===== src/rtl/uart_gpio_pkg.sv =====
// -----------------------------------------------------------------------------
// uart_gpio_pkg
// Shared definitions for the UART byte-command GPIO bridge: opcode values,
// reply bytes, error codes, FSM state encoding and small opcode decoders.
// -----------------------------------------------------------------------------
package uart_gpio_pkg;

  // Opcode lives in the upper nibble of the command byte, port in the lower.
  localparam logic [3:0] OP_WRITE = 4'd1;
  localparam logic [3:0] OP_SET   = 4'd2;
  localparam logic [3:0] OP_CLR   = 4'd3;
  localparam logic [3:0] OP_READ  = 4'd4;
  localparam logic [3:0] OP_RBACK = 4'd5;

  localparam logic [7:0] ACK_BYTE = 8'hAC;
  localparam logic [7:0] NAK_BYTE = 8'h15;

  typedef enum logic [1:0] {
    ERR_NONE    = 2'd0,
    ERR_BAD_CMD = 2'd1,
    ERR_TIMEOUT = 2'd2,
    ERR_OVERRUN = 2'd3
  } err_code_e;

  typedef enum logic [2:0] {
    ST_IDLE      = 3'd0,
    ST_GET_ARG   = 3'd1,
    ST_EXEC      = 3'd2,
    ST_SEND      = 3'd3,
    ST_SEND_WAIT = 3'd4
  } state_e;

  // Write-type commands carry one argument byte after the opcode.
  function automatic logic op_takes_arg(input logic [3:0] op);
    return (op == OP_WRITE) || (op == OP_SET) || (op == OP_CLR);
  endfunction

  function automatic logic op_is_known(input logic [3:0] op);
    return (op >= OP_WRITE) && (op <= OP_RBACK);
  endfunction

endpackage


===== src/rtl/uart_gpio_bridge_if.sv =====
// -----------------------------------------------------------------------------
// uart_gpio_bridge_if
// Byte-stream handshake between the UART serdes and the GPIO bridge.
//   rx_data/rx_valid : received byte with 1-cycle strobe (UART -> bridge)
//   tx_data/tx_start : reply byte with 1-cycle launch strobe (bridge -> UART)
//   tx_busy          : transmitter busy (UART -> bridge)
// master = UART side, slave = bridge side.
// -----------------------------------------------------------------------------
interface uart_gpio_bridge_if;
  logic [7:0] rx_data;
  logic       rx_valid;
  logic [7:0] tx_data;
  logic       tx_start;
  logic       tx_busy;

  modport master (
    output rx_data, rx_valid, tx_busy,
    input  tx_data, tx_start
  );

  modport slave (
    input  rx_data, rx_valid, tx_busy,
    output tx_data, tx_start
  );
endinterface


===== src/rtl/gpio_in_sync.sv =====
// -----------------------------------------------------------------------------
// gpio_in_sync
// Two-flop synchroniser for asynchronous GPIO inputs.
//   clk, rst_n : clock, async active-low reset (both stages clear to 0)
//   d          : asynchronous input bus, WIDTH bits
//   q          : synchronised output, two clk cycles behind d
// -----------------------------------------------------------------------------
module gpio_in_sync #(
  parameter int WIDTH = 8
) (
  input  logic             clk,
  input  logic             rst_n,
  input  logic [WIDTH-1:0] d,
  output logic [WIDTH-1:0] q
);

  logic [WIDTH-1:0] meta_q;

  // NOTE: flops take non-blocking assignments so every stage samples the
  // pre-edge value of its source; blocking here would collapse the chain.
  always_ff @(posedge clk or negedge rst_n) begin
    if (!rst_n) begin
      meta_q <= '0;
      q      <= '0;
    end else begin
      meta_q <= d;
      q      <= meta_q;
    end
  end

endmodule


===== src/rtl/uart_gpio_bridge.sv =====
// -----------------------------------------------------------------------------
// uart_gpio_bridge
// Byte-command GPIO expander. Decodes {op, port} command bytes from the UART
// receiver, updates NUM_PORTS registered 8-bit outputs, reads synchronised
// inputs and returns ACK/NAK/data bytes to the UART transmitter.
//   clk, rst_n : clock, async active-low reset
//   uart       : byte handshake (slave modport)
//   gp_in      : async inputs, port p at [8p+7:8p]
//   gp_out     : registered outputs, port p at [8p+7:8p]
//   cmd_done   : 1-cycle pulse per successfully completed command
//   err_pulse  : 1-cycle pulse per error
//   err_code   : last error (1 bad cmd, 2 timeout, 3 rx overrun), held
// -----------------------------------------------------------------------------
module uart_gpio_bridge
  import uart_gpio_pkg::*;
#(
  parameter int         NUM_PORTS      = 4,
  parameter int         TIMEOUT_CYCLES = 500000,
  parameter bit         ACK_EN         = 1'b1,
  parameter logic [7:0] OUT_RST        = 8'h00
) (
  input  logic                   clk,
  input  logic                   rst_n,
  uart_gpio_bridge_if.slave      uart,
  input  logic [8*NUM_PORTS-1:0] gp_in,
  output logic [8*NUM_PORTS-1:0] gp_out,
  output logic                   cmd_done,
  output logic                   err_pulse,
  output logic [1:0]             err_code
);

  localparam int PORT_W = (NUM_PORTS > 1) ? $clog2(NUM_PORTS) : 1;
  localparam int CNT_W  = $clog2(TIMEOUT_CYCLES);
  // The FSM leaves GET_ARG on the edge where the counter would reach
  // TIMEOUT_CYCLES-1, so the error surfaces TIMEOUT_CYCLES after the opcode.
  localparam logic [CNT_W-1:0] TMO_LAST = CNT_W'(TIMEOUT_CYCLES - 2);

  state_e            state_q, state_d;
  logic [3:0]        op_q, op_d;
  logic [3:0]        port_q, port_d;
  logic [7:0]        arg_q, arg_d;
  logic [7:0]        reply_q, reply_d;
  logic [7:0]        tx_data_q, tx_data_d;
  logic              tx_start_q, tx_start_d;
  logic              done_q, done_d;
  logic              err_pulse_q, err_pulse_d;
  err_code_e         err_code_q, err_code_d;
  logic [CNT_W-1:0]  tmo_q, tmo_d;

  logic [7:0]        port_reg  [NUM_PORTS];
  logic [7:0]        sync_byte [NUM_PORTS];
  logic [8*NUM_PORTS-1:0] gp_sync;

  logic [PORT_W-1:0] port_idx;
  logic              cmd_ok;
  logic [7:0]        cur_byte;
  logic              wr_en;
  logic [7:0]        wr_val;
  logic              reply_due;
  logic [7:0]        reply_val;

  gpio_in_sync #(.WIDTH(8 * NUM_PORTS)) u_sync (
    .clk   (clk),
    .rst_n (rst_n),
    .d     (gp_in),
    .q     (gp_sync)
  );

  for (genvar p = 0; p < NUM_PORTS; p++) begin : g_port
    assign sync_byte[p]     = gp_sync[8*p +: 8];
    assign gp_out[8*p +: 8] = port_reg[p];
  end

  assign port_idx = port_q[PORT_W-1:0];
  assign cmd_ok   = op_is_known(op_q) && (int'(port_q) < NUM_PORTS);
  assign cur_byte = port_reg[port_idx];

  // ---------------------------------------------------------------------------
  // Next-state and output decode
  // ---------------------------------------------------------------------------
  // NOTE: every variable driven here gets a default first; any path that
  // skipped an assignment would otherwise infer a latch.
  always_comb begin
    state_d     = state_q;
    op_d        = op_q;
    port_d      = port_q;
    arg_d       = arg_q;
    reply_d     = reply_q;
    tx_data_d   = tx_data_q;
    tx_start_d  = 1'b0;
    done_d      = 1'b0;
    err_pulse_d = 1'b0;
    err_code_d  = err_code_q;
    tmo_d       = '0;
    wr_en       = 1'b0;
    wr_val      = cur_byte;
    reply_due   = 1'b0;
    reply_val   = NAK_BYTE;

    case (state_q)
      ST_IDLE: begin
        if (uart.rx_valid) begin
          op_d    = uart.rx_data[7:4];
          port_d  = uart.rx_data[3:0];
          // The argument of a write-type opcode is consumed even if the
          // port is out of range, so the NAK lines up with the byte stream.
          state_d = op_takes_arg(uart.rx_data[7:4]) ? ST_GET_ARG : ST_EXEC;
        end
      end

      ST_GET_ARG: begin
        if (uart.rx_valid) begin
          arg_d   = uart.rx_data;
          state_d = ST_EXEC;
        end else if (tmo_q == TMO_LAST) begin
          state_d     = ST_IDLE;
          err_pulse_d = 1'b1;
          err_code_d  = ERR_TIMEOUT;
        end else begin
          tmo_d = tmo_q + CNT_W'(1);
        end
      end

      ST_EXEC: begin
        if (!cmd_ok) begin
          err_pulse_d = 1'b1;
          err_code_d  = ERR_BAD_CMD;
          reply_due   = 1'b1;
          reply_val   = NAK_BYTE;
        end else begin
          done_d = 1'b1;
          case (op_q)
            OP_WRITE: begin wr_en = 1'b1; wr_val = arg_q;             reply_due = ACK_EN; reply_val = ACK_BYTE; end
            OP_SET:   begin wr_en = 1'b1; wr_val = cur_byte | arg_q;  reply_due = ACK_EN; reply_val = ACK_BYTE; end
            OP_CLR:   begin wr_en = 1'b1; wr_val = cur_byte & ~arg_q; reply_due = ACK_EN; reply_val = ACK_BYTE; end
            OP_READ:  begin reply_due = 1'b1; reply_val = sync_byte[port_idx]; end
            default:  begin reply_due = 1'b1; reply_val = cur_byte; end
          endcase
        end

        // SEND is skipped when the transmitter is already idle so the
        // launch strobe lands on the same edge as the gp_out update.
        if (reply_due) begin
          if (!uart.tx_busy) begin
            tx_data_d  = reply_val;
            tx_start_d = 1'b1;
            state_d    = ST_SEND_WAIT;
          end else begin
            reply_d = reply_val;
            state_d = ST_SEND;
          end
        end else begin
          state_d = ST_IDLE;
        end
      end

      ST_SEND: begin
        if (!uart.tx_busy) begin
          tx_data_d  = reply_q;
          tx_start_d = 1'b1;
          state_d    = ST_SEND_WAIT;
        end
      end

      ST_SEND_WAIT: begin
        // tx_start_q is high only in the first SEND_WAIT cycle, which is
        // the one cycle the transmitter gets to raise tx_busy.
        if (!tx_start_q && !uart.tx_busy) begin
          state_d = ST_IDLE;
        end
      end

      default: state_d = ST_IDLE;
    endcase

    // A byte arriving while a command is being executed or replied to is
    // dropped. A bad-command error in the same cycle keeps its code.
    if (uart.rx_valid && (state_q inside {ST_EXEC, ST_SEND, ST_SEND_WAIT})
        && !err_pulse_d) begin
      err_pulse_d = 1'b1;
      err_code_d  = ERR_OVERRUN;
    end
  end

  // ---------------------------------------------------------------------------
  // State and output registers
  // ---------------------------------------------------------------------------
  always_ff @(posedge clk or negedge rst_n) begin
    if (!rst_n) begin
      state_q     <= ST_IDLE;
      op_q        <= '0;
      port_q      <= '0;
      arg_q       <= '0;
      reply_q     <= '0;
      tx_data_q   <= '0;
      tx_start_q  <= 1'b0;
      done_q      <= 1'b0;
      err_pulse_q <= 1'b0;
      err_code_q  <= ERR_NONE;
      tmo_q       <= '0;
    end else begin
      state_q     <= state_d;
      op_q        <= op_d;
      port_q      <= port_d;
      arg_q       <= arg_d;
      reply_q     <= reply_d;
      tx_data_q   <= tx_data_d;
      tx_start_q  <= tx_start_d;
      done_q      <= done_d;
      err_pulse_q <= err_pulse_d;
      err_code_q  <= err_code_d;
      tmo_q       <= tmo_d;
    end
  end

  // NOTE: the port array drives pins directly and must come out of reset at
  // OUT_RST, so unlike a RAM every entry is reset explicitly.
  always_ff @(posedge clk or negedge rst_n) begin
    if (!rst_n) begin
      for (int p = 0; p < NUM_PORTS; p++) port_reg[p] <= OUT_RST;
    end else if (wr_en) begin
      port_reg[port_idx] <= wr_val;
    end
  end

  assign uart.tx_data  = tx_data_q;
  assign uart.tx_start = tx_start_q;
  assign cmd_done      = done_q;
  assign err_pulse     = err_pulse_q;
  assign err_code      = err_code_q;

endmodule

===== src/flat_wrapper.sv =====
// flat-port wrapper written by rule: the top's interface ports become plain ports
module uart_gpio_bridge_flat import uart_gpio_pkg::*;
#(
  parameter int         NUM_PORTS      = 4,
  parameter int         TIMEOUT_CYCLES = 500000,
  parameter bit         ACK_EN         = 1'b1,
  parameter logic [7:0] OUT_RST        = 8'h00
)
  (clk, rst_n, gp_in, gp_out, cmd_done, err_pulse, err_code, uart_rx_data, uart_rx_valid, uart_tx_busy, uart_tx_data, uart_tx_start);
  uart_gpio_bridge_if uart_i ();
  input  logic clk;
  input  logic rst_n;
  input  logic [8*NUM_PORTS-1:0] gp_in;
  output logic [8*NUM_PORTS-1:0] gp_out;
  output logic cmd_done;
  output logic err_pulse;
  output logic [1:0] err_code;
  input wire logic [$bits(uart_i.rx_data)-1:0] uart_rx_data;
  input wire logic [$bits(uart_i.rx_valid)-1:0] uart_rx_valid;
  input wire logic [$bits(uart_i.tx_busy)-1:0] uart_tx_busy;
  output wire logic [$bits(uart_i.tx_data)-1:0] uart_tx_data;
  output wire logic [$bits(uart_i.tx_start)-1:0] uart_tx_start;
  assign uart_i.rx_data = uart_rx_data;
  assign uart_i.rx_valid = uart_rx_valid;
  assign uart_i.tx_busy = uart_tx_busy;
  assign uart_tx_data = uart_i.tx_data;
  assign uart_tx_start = uart_i.tx_start;
  uart_gpio_bridge #(.NUM_PORTS(NUM_PORTS), .TIMEOUT_CYCLES(TIMEOUT_CYCLES), .ACK_EN(ACK_EN), .OUT_RST(OUT_RST)) u_core (.clk(clk), .rst_n(rst_n), .uart(uart_i), .gp_in(gp_in), .gp_out(gp_out), .cmd_done(cmd_done), .err_pulse(err_pulse), .err_code(err_code));
endmodule

===== config.mk =====
export PLATFORM = sky130hd
export DESIGN_NAME = uart_gpio_bridge_flat
export DESIGN_NICKNAME = d
export VERILOG_FILES = /design/src/rtl/uart_gpio_pkg.sv /design/src/rtl/uart_gpio_bridge_if.sv /design/src/rtl/gpio_in_sync.sv /design/src/rtl/uart_gpio_bridge.sv /design/src/flat_wrapper.sv
export SDC_FILE = /design/constraint.sdc
export NUM_CORES = 1
export LEC_CHECK = 0
export ABC_AREA = 0
export CAP_MARGIN = 10
export CORE_MARGIN = 2
export CORE_UTILIZATION = 35
export CTS_CLUSTER_DIAMETER = 60
export DETAILED_ROUTE_END_ITERATION = 6
export SETUP_SLACK_MARGIN = 0.2
export SYNTH_ARGS = -nofsm -noshare
export SYNTH_HDL_FRONTEND = slang
export SYNTH_SLANG_ARGS = --single-unit

===== constraint.sdc =====
create_clock -name clk -period 5.7 [get_ports clk]
set_clock_uncertainty 0.1 [all_clocks]
set_input_delay 1.14 -clock clk [delete_from_list [all_inputs] [get_ports clk]]
set_output_delay 1.14 -clock clk [all_outputs]
set_load 0.005 [all_outputs]

==> results of run 1 <==
-- cell type report --
type	instances	area share (%)
sequential	155	49.18
multi-input combinational	306	27.29
timing repair buffer	92	11.57
clock buffer	18	5.569
tap	225	3.570
clock inverter	14	2.538
inverter	6	0.2856
-- worst max-delay path, cell delays in order, from the launching register on --
cell and delay, ps:
dfrtp_1 540, nor3b_2 860, nand4_1 800, nand2_1 280, o21ai_0 130
-- stage by stage --
stage                     hold slack [ps]  instances
after global routing                255.9        816
after detailed placement            234.7        784
final                               243.1        816
after floorplan                     231.2        492
after global placement              233.5        784
after CTS                           245.6        816
-- placed cells by master, fill, tap and decap left out, types with 3 or more instances in the layout --
cell,instances
clkdlybuf4s50_1,87
mux2_2,14
nand2b_1,5
a21oi_1,19
o2111ai_1,7
clkbuf_16,17
or3_1,7
o21ai_1,8
nor2_1,29
o22ai_1,5
buf_4,4
mux4_2,16
o21ai_0,27
a21o_1,3
inv_6,4
a22o_1,10
a22oi_1,7
nand3_1,9
o31ai_1,9
or4_1,6
inv_8,3
o21bai_1,4
bufinv_16,3
inv_1,6
xnor2_1,6
xor2_1,7
nand4_1,9
dfrtp_1,155
nor3_1,6
nand2_1,55
-- path summary, 6_finish.rpt --
kind | end | depth (start not counted)
max | u_core.gp_out[2]$_DFFE_PN0P_ | 4
min in group asynchronous | u_core.u_sync.meta_q[23]$_DFF_PN0_ | 1
max reg2reg | u_core.gp_out[2]$_DFFE_PN0P_ | 4
max in group asynchronous | u_core.gp_out[2]$_DFFE_PN0P_ | 2
min reg2reg | u_core.u_sync.q[30]$_DFF_PN0_ | 0
min | u_core.u_sync.q[30]$_DFF_PN0_ | 0
-- where the power goes --
| group | leakage, nW | switching, mW | total (mW) | internal (mW) |
|---|---|---|---|---|
| logic | 0.953 | 0.340 | 0.697 | 0.356 |
| registers | 1.94 | 0.190 | 1.44 | 1.24 |
| clock network | 0.311 | 0.480 | 1.20 | 0.720 |
-- routing by layer --
layer  track usage, %  up-vias  share of wire [%]
li1                 -     1959                  -
met1            22.36     2080                 46
met2            25.19       94                 49
met5                0        -                  0
met3            4.593       12                4.6
met4            4.582        0               0.98
-- kinds of logic (layout without fill, tap and decap cells) --
family                     after synthesis  after routing  synth area share [%]
DFF                                    155            155                 62.84
AOI/OAI and AO/OA                      109            109                 11.55
buffers and inverters                   31            130                 2.291
muxes                                   31             31                 8.555
and+or+nand+nor                        151            151                 12.51
xor gates and xnor gates                13             13                 1.845
adders and majority gates                2              2                0.4054
-- sequential cells by signal (all words and copies together), names as in the netlist --
name / flops
u_core.arg_q: 8
u_core.cmd_done: 1
u_core.err_code: 2
u_core.err_pulse: 1
u_core.gp_out: 32
u_core.op_q: 4
u_core.port_q: 4
u_core.reply_q: 8
u_core.state_q: 3
u_core.tmo_q: 19
u_core.u_sync.meta_q: 32
u_core.u_sync.q: 32
u_core.uart.tx_data: 8
u_core.uart.tx_start: 1
==> flow_metrics.env, run 1 <==
export IMPL_outcome="completed"
export IMPL_r2r_setup_slack_ps=2830
export IMPL_portBuffers=88
export IMPL_powerDensity_nw_per_um2=422.5
export IMPL_area_growth_pct=27.77
export IMPL_worstHoldStart="u_core.u_sync.meta_q[30]$_DFF_PN0_"
export IMPL_ys_seq_area_share_pct=62.84
export IMPL_cts_max_path_buffers=2
export IMPL_finalMaxSlewViolations=0
export IMPL_synth_area_sq_um=6172
export IMPL_fin_crit_ps=2866
export IMPL_synth_area_leader_cell="dfrtp_1"
export IMPL_clock_sinks=155
export IMPL_reg2reg_from="u_core.state_q[1]$_DFFE_PN0P_"
export IMPL_crit_start="u_core.state_q[1]$_DFFE_PN0P_"
export IMPL_vias_per_cell=5.080
export IMPL_vias=4145
export IMPL_finalPower_mw=3.332
export IMPL_p_leak_nw=3.206
export IMPL_drt_antenna_violating_nets=0
export IMPL_fillers=1563
export IMPL_worstPathMaxFanout=17
export IMPL_syn_avg_cell_area_sq_um=12.55
export IMPL_pre_cts_ws_ps=2571
export IMPL_die_area_sq_um=18710
export IMPL_insertion_delay_ps=420
export IMPL_diodes=0
export IMPL_synth_commonest_cells="dfrtp_1, nand2_1, nor2_1"
export IMPL_grt_ovfl_total=0
export IMPL_synth_most_common_cell="dfrtp_1"
export IMPL_cts_tree="yes"
export IMPL_synthesis_nets=538
export IMPL_maxCapViolCount=0
export IMPL_finalCritPeriodShare_pct=50.29
export IMPL_pin_count=89
export IMPL_syn_inst=492
export IMPL_wire_per_inst_um=17.04
export IMPL_die_y_um=136.8
export IMPL_crit_path_end_kind="register"
export IMPL_design_area_sq_um=7886
export IMPL_synth_area_leaders="dfrtp_1, mux4_2, nand2_1"
export IMPL_path_class="reg2reg"
export IMPL_start_util_pct=35.68
export IMPL_worst_pin_slew_ps=1000
export IMPL_antenna_found_initial=0
export IMPL_final_setup_tns_ps=0
export IMPL_final_core_util_pct=45.59
export IMPL_grt_max_degree=112
export IMPL_layout_drive_gt1_share_pct=13.20
export IMPL_grt_pass1_wl_mm=22.88
export IMPL_timing_fmax_mhz=348.9
export IMPL_cp_required_ps=5860
export IMPL_clk_pin_slew_ps=70
export IMPL_fin_nets=624
export IMPL_place_gp_congestion=0.7901
export IMPL_core_region_area_sq_um=17300
export IMPL_synthFlopType="dfrtp_1"
export IMPL_numCtsBuffers=17
export IMPL_cts_root_buf="clkbuf_16"
export IMPL_synth_async_reset_ratio_pct=100.0
export IMPL_hold_viol=0
export IMPL_rows=48
export IMPL_ys_warn_count=0
export IMPL_multi_input_area_sq_um=2152
export IMPL_min_path_type="reg2reg"
export IMPL_cp_start_kind="register"
export IMPL_slew_headroom_pct=33.32
export IMPL_postCtsHoldBufs=0
export IMPL_drtPass1Iterations=5
export IMPL_cts_setup_buffers=0
export IMPL_rsz0062_at_grt="no"
export IMPL_detailedPlacementHpwl_mm=9.722
export IMPL_synth_top_area_share_pct=62.84
export IMPL_wl_mm=13.91
export IMPL_track_usage_pct=16.23
export IMPL_synth_edff_count=0
export IMPL_setup_slack_ps=2834
export IMPL_drt_iter0_markers=232
export IMPL_regArea_sq_um=3879
export IMPL_ctsResizeCount=0
export IMPL_remaining_drc_errors=0
export IMPL_arrival_ps=3030
export IMPL_peakVddDrop_uv=248.3
export IMPL_dpl_instance_area_sq_um=7247
export IMPL_die_w_um=136.8
export IMPL_synth_cell_types=57
export IMPL_setup_viol=0
export IMPL_htreeDepth=4
export IMPL_grt_pass1_vias=4254
export IMPL_ys_ff_latch=155
Note: power is estimated with default switching activity, not from simulation.
==> run 2, diff against run 1 <==
==> constraint.sdc (replaced) <==
create_clock -name clk -period 2.4 [get_ports clk]
set_clock_uncertainty 0.1 [all_clocks]
set_input_delay 0.48 -clock clk [delete_from_list [all_inputs] [get_ports clk]]
set_output_delay 0.48 -clock clk [all_outputs]
set_load 0.005 [all_outputs]
==> flow_metrics.env, run 2 (synthesis results as in run 1) <==
export IMPL_outcome="completed"
export IMPL_fin_cells=843
export IMPL_p_leak_nw=3.318
export IMPL_clk_pin_slew_ps=70
export IMPL_min_path_type="reg2reg"
export IMPL_insertion_delay_ps=430
export IMPL_final_core_util_pct=46.82
export IMPL_peakVddDrop_uv=642.8
export IMPL_finalCritPeriodShare_pct=90.61
export IMPL_rsz0062_at_grt="no"
export IMPL_path_class="reg2reg"
export IMPL_core_region_area_sq_um=17300
export IMPL_powerDensity_nw_per_um2=971.7
export IMPL_die_y_um=136.8
export IMPL_htreeDepth=4
export IMPL_worstPathMaxFanout=6
export IMPL_finalPower_mw=7.870
export IMPL_wl_mm=14.27
export IMPL_vias=4294
export IMPL_drtPass1Iterations=5
export IMPL_grt_ovfl_total=0
export IMPL_final_common_cell="dfrtp_1"
export IMPL_remaining_drc_errors=0
export IMPL_hold_viol=0
export IMPL_place_gp_congestion=0.8595
export IMPL_cp_start_kind="register"
export IMPL_fin_crit_ps=2175
export IMPL_grt_max_degree=57
export IMPL_maxCapViolCount=0
export IMPL_arrival_ps=2380
export IMPL_vias_per_cell=5.094
export IMPL_cts_max_path_buffers=2
export IMPL_numCtsBuffers=17
export IMPL_pin_count=89
export IMPL_wire_per_inst_um=16.93
export IMPL_timing_fmax_mhz=459.8
export IMPL_grt_pass1_vias=4370
export IMPL_die_area_sq_um=18710
export IMPL_start_util_pct=35.68
export IMPL_die_w_um=136.8
export IMPL_worst_pin_slew_ps=610.4
export IMPL_cp_required_ps=2610
export IMPL_final_cell_mix="dfrtp_1, clkdlybuf4s50_1, nand2_1"
export IMPL_portBuffers=88
export IMPL_detailedPlacementHpwl_mm=10.03
export IMPL_grt_pass1_wl_mm=22.88
export IMPL_multi_input_area_sq_um=2186
export IMPL_track_usage_pct=16.39
export IMPL_crit_path_end_kind="register"
export IMPL_layout_drive_gt1_share_pct=17.48
export IMPL_fin_nets=651
export IMPL_slew_headroom_pct=58.99
export IMPL_setup_viol=0
export IMPL_diodes=0
export IMPL_cts_root_buf="clkbuf_16"
export IMPL_drt_iter0_markers=258
export IMPL_finalMaxSlewViolations=0
export IMPL_final_setup_tns_ps=0
export IMPL_drt_antenna_violating_nets=0
export IMPL_cts_tree="yes"
export IMPL_placedCellCount=806
export IMPL_clock_sinks=155
export IMPL_area_growth_pct=31.22
export IMPL_antenna_found_initial=0
export IMPL_regArea_sq_um=3880
export IMPL_fillers=1560
export IMPL_rows=48
==> run 2: cell types whose count changed in the layout (fill, tap and decap cells not counted), sizes merged <==
cell | previous run | this run
bufinv | 3 | 1
inv | 13 | 11
clkinvlp | 1 | 4
buf | 5 | 31
dlygate4sd3 | 0 | 1
clkbuf | 18 | 19
==> run 2: worst paths after layout <==
path                                                      end                          startpoint  depth (start not counted)  slack, ps
setup / recovery                u_core.state_q[0]$_DFFE_PN0P_           u_core.tmo_q[7]$_DFF_PN0_                          5        230
hold / removal                  u_core.u_sync.q[14]$_DFF_PN0_  u_core.u_sync.meta_q[14]$_DFF_PN0_                          0        250
setup reg to reg                u_core.state_q[0]$_DFFE_PN0P_           u_core.tmo_q[7]$_DFF_PN0_                          5        230
hold reg to reg                 u_core.u_sync.q[14]$_DFF_PN0_  u_core.u_sync.meta_q[14]$_DFF_PN0_                          0        250
max in group asynchronous        u_core.gp_out[6]$_DFFE_PN0P_                               rst_n                          3       1080
min in group asynchronous  u_core.u_sync.meta_q[31]$_DFF_PN0_                               rst_n                          2        440
==> run 2: routing by layer <==
metal,global-route usage [%],routed length (um),up-vias
li1,-,-,2019
met4,6.987,225,0
met2,25.56,6903,112
met3,4.148,687,17
met1,21.83,6456,2146
met5,0,0,-
==> run 2: critical path, stage by stage, from the launching register on <==
cell,delay (ps)
dfrtp_2,430
or4_1,530
or4b_4,570
o21bai_4,200
buf_4,160
a32oi_1,50
==> run 2: area by class of cell <==
cell class              instances  share of cell area, %
inverters                       6                 0.2781
flip-flops and latches        155                  47.91
repair buffers                119                  14.35
clock buffers                  19                  5.345
multi-input cells             306                  26.99
clock inverters                13                  1.653
well taps                     225                  3.476
==> run 2: repair_timing <==
| action | in CTS | in global routing |
|---|---|---|
| pin swaps | 0 | 1 |
| hold endpoints to repair | 46 | 0 |
| resized for setup | 1 | 12 |
| gates cloned | 0 | 1 |
| buffers inserted | 0 | 3 |
| hold buffers | 1 | 0 |
| setup endpoints to repair | 1 | 59 |
==> run 2: through the flow <==
stage	area, sq um	setup WS [ps]	hold WS (ps)
final	8099	225.3	247.0
after global routing	8099	170.7	252.7
after CTS	8030	211.9	249.3
after detailed placement	7450	219.0	234.7
after global placement	7450	236.7	233.5
after floorplan	6172	297.6	84.41
==> run 2: where the power goes <==
part	switching [mW]	internal, mW
sequential	0.297	2.96
clock	1.13	1.45
combinational	1.03	1.00
==> run 3, diff against run 2 <==
--- a/config.mk
+++ b/config.mk
@@ -11,6 +11,7 @@
 export CORE_UTILIZATION = 35
 export CTS_CLUSTER_DIAMETER = 60
 export DETAILED_ROUTE_END_ITERATION = 6
+export HOLD_SLACK_MARGIN = 0.02
 export SETUP_SLACK_MARGIN = 0.2
 export SYNTH_ARGS = -nofsm -noshare
 export SYNTH_HDL_FRONTEND = slang
==> results of run 3 <==
Same layout as run 2: the final DEF is identical, and so are final timing and power.
==> patch (config.mk and constraints of run 3) <==
`ACK_EN` is set to 1'b1 in 2 places; all go to 1'b0.
--- a/src/rtl/uart_gpio_bridge.sv
+++ b/src/rtl/uart_gpio_bridge.sv
@@ -17,5 +17,5 @@
   parameter int         NUM_PORTS      = 4,
   parameter int         TIMEOUT_CYCLES = 500000,
-  parameter bit         ACK_EN         = 1'b1,
+  parameter bit         ACK_EN         = 1'b0,
   parameter logic [7:0] OUT_RST        = 8'h00
 ) (
--- a/src/flat_wrapper.sv
+++ b/src/flat_wrapper.sv
@@ -4,5 +4,5 @@
   parameter int         NUM_PORTS      = 4,
   parameter int         TIMEOUT_CYCLES = 500000,
-  parameter bit         ACK_EN         = 1'b1,
+  parameter bit         ACK_EN         = 1'b0,
   parameter logic [7:0] OUT_RST        = 8'h00
 )
Formal check against the unedited RTL: not equivalent (a bounded check fails within 4 cycles, from zero or initial values and one cycle with rst_n low).
==> patch against run 3 <==
  * Sequential cell count stayed put
  * Setup slack better by 58 ps
  * Highest routed layer unchanged
  * Final cell count is 2.5% lower
  * Cell area is 0.96% higher
  * Synthesized cell count is 5.5% lower
  * Synthesized area rose by 1.2%
  * Routed wire length rose by 2.8%
  * Total power is 13% higher
  * Combinational power up 35%
==> patch: results (changes against run 3) <==
sequential fraction of the synthesis area=0.621 (was 0.628); largest net degree at the start of global routing=61 (was 57); Placed Area=7580 um2 (was 7450 um2); dpl cells=788 (was 806); layout cells sized above 1=0.231 (was 0.175); max frequency=472 MHz (was 460 MHz); Critical Path AT=2320 ps (was 2380 ps); top post-synthesis cells by area=dfrtp_1 62%, mux2_2 8.5%, mux4_2 5.8% (was dfrtp_1 63%, mux4_2 5.8%, nand2_1 3.3%); Seq cells=155 (unchanged); Leak=3.42 nW (was 3.32 nW); vias per inst=5.18 (was 5.09); multi-input combinational area share=0.277 (was 0.270); nonclk inv count=7 (was 6); ClkCell Share=0.0699 (was 0.0700); Hold EP=u_core.u_sync.q[18] (was u_core.u_sync.q[14]); register area=3880 um2 (about the same); Pwr Density=1080 nW/um2 (was 972 nW/um2); Filler cells=1501 (was 1560); post-synthesis mux area share=0.142 (was 0.0855); Post-DP HPWL=10.6 mm (was 10.0 mm); worst reg2reg startpoint=u_core.op_q[3] (was u_core.tmo_q[7]); number of global-route vias before repair=4430 (was 4370); gr usage total=0.170 (was 0.164); worst reg-to-reg setup slack=280 ps (was 230 ps); Post-Synth Adder-Cell Area=0.00401 (was 0.00405); Die W=138 um (was 137 um); DRT iter0 DRCs=226 (was 258); outcome=complete, no violations (unchanged); Overall Power=0.00885 W (was 0.00787 W); switching power=0.00285 W (was 0.00245 W); nets=630 (was 651)
## patch: changes by cell type after synthesis, sizes merged, moves of 8 or more
cell | run 3 | this run
nand2b | 5 | 19
mux2 | 14 | 47
a21oi | 19 | 27
o21ai | 37 | 9
a31oi | 0 | 8
nand2 | 56 | 21
## patch: layer usage
metal  vias to the layer above  track usage  wire length (um)
li1                       1940            -                 -
met2                       142        0.266              7220
met5                         -            0                 0
met4                         0       0.0664               250
met1                      2155        0.226              6430
met3                        22       0.0464               784
## patch: power groups by stage
stage	Clock, W	Sequential (W)	Combinational, W
floorplan	0	0.00339	0.00160
global placement	0	0.00352	0.00272
detailed placement	0	0.00354	0.00277
CTS	0.00266	0.00350	0.00278
global route	0.00279	0.00357	0.00302
finish	0.00259	0.00351	0.00275
## patch: worst register-to-register path: cells and delay by family (launching register included)
family | cells | cell delay (ps)
and+or+nand+nor | 3 | 900
DFF | 1 | 460
muxes | 1 | 350
buffers and inverters | 1 | 190
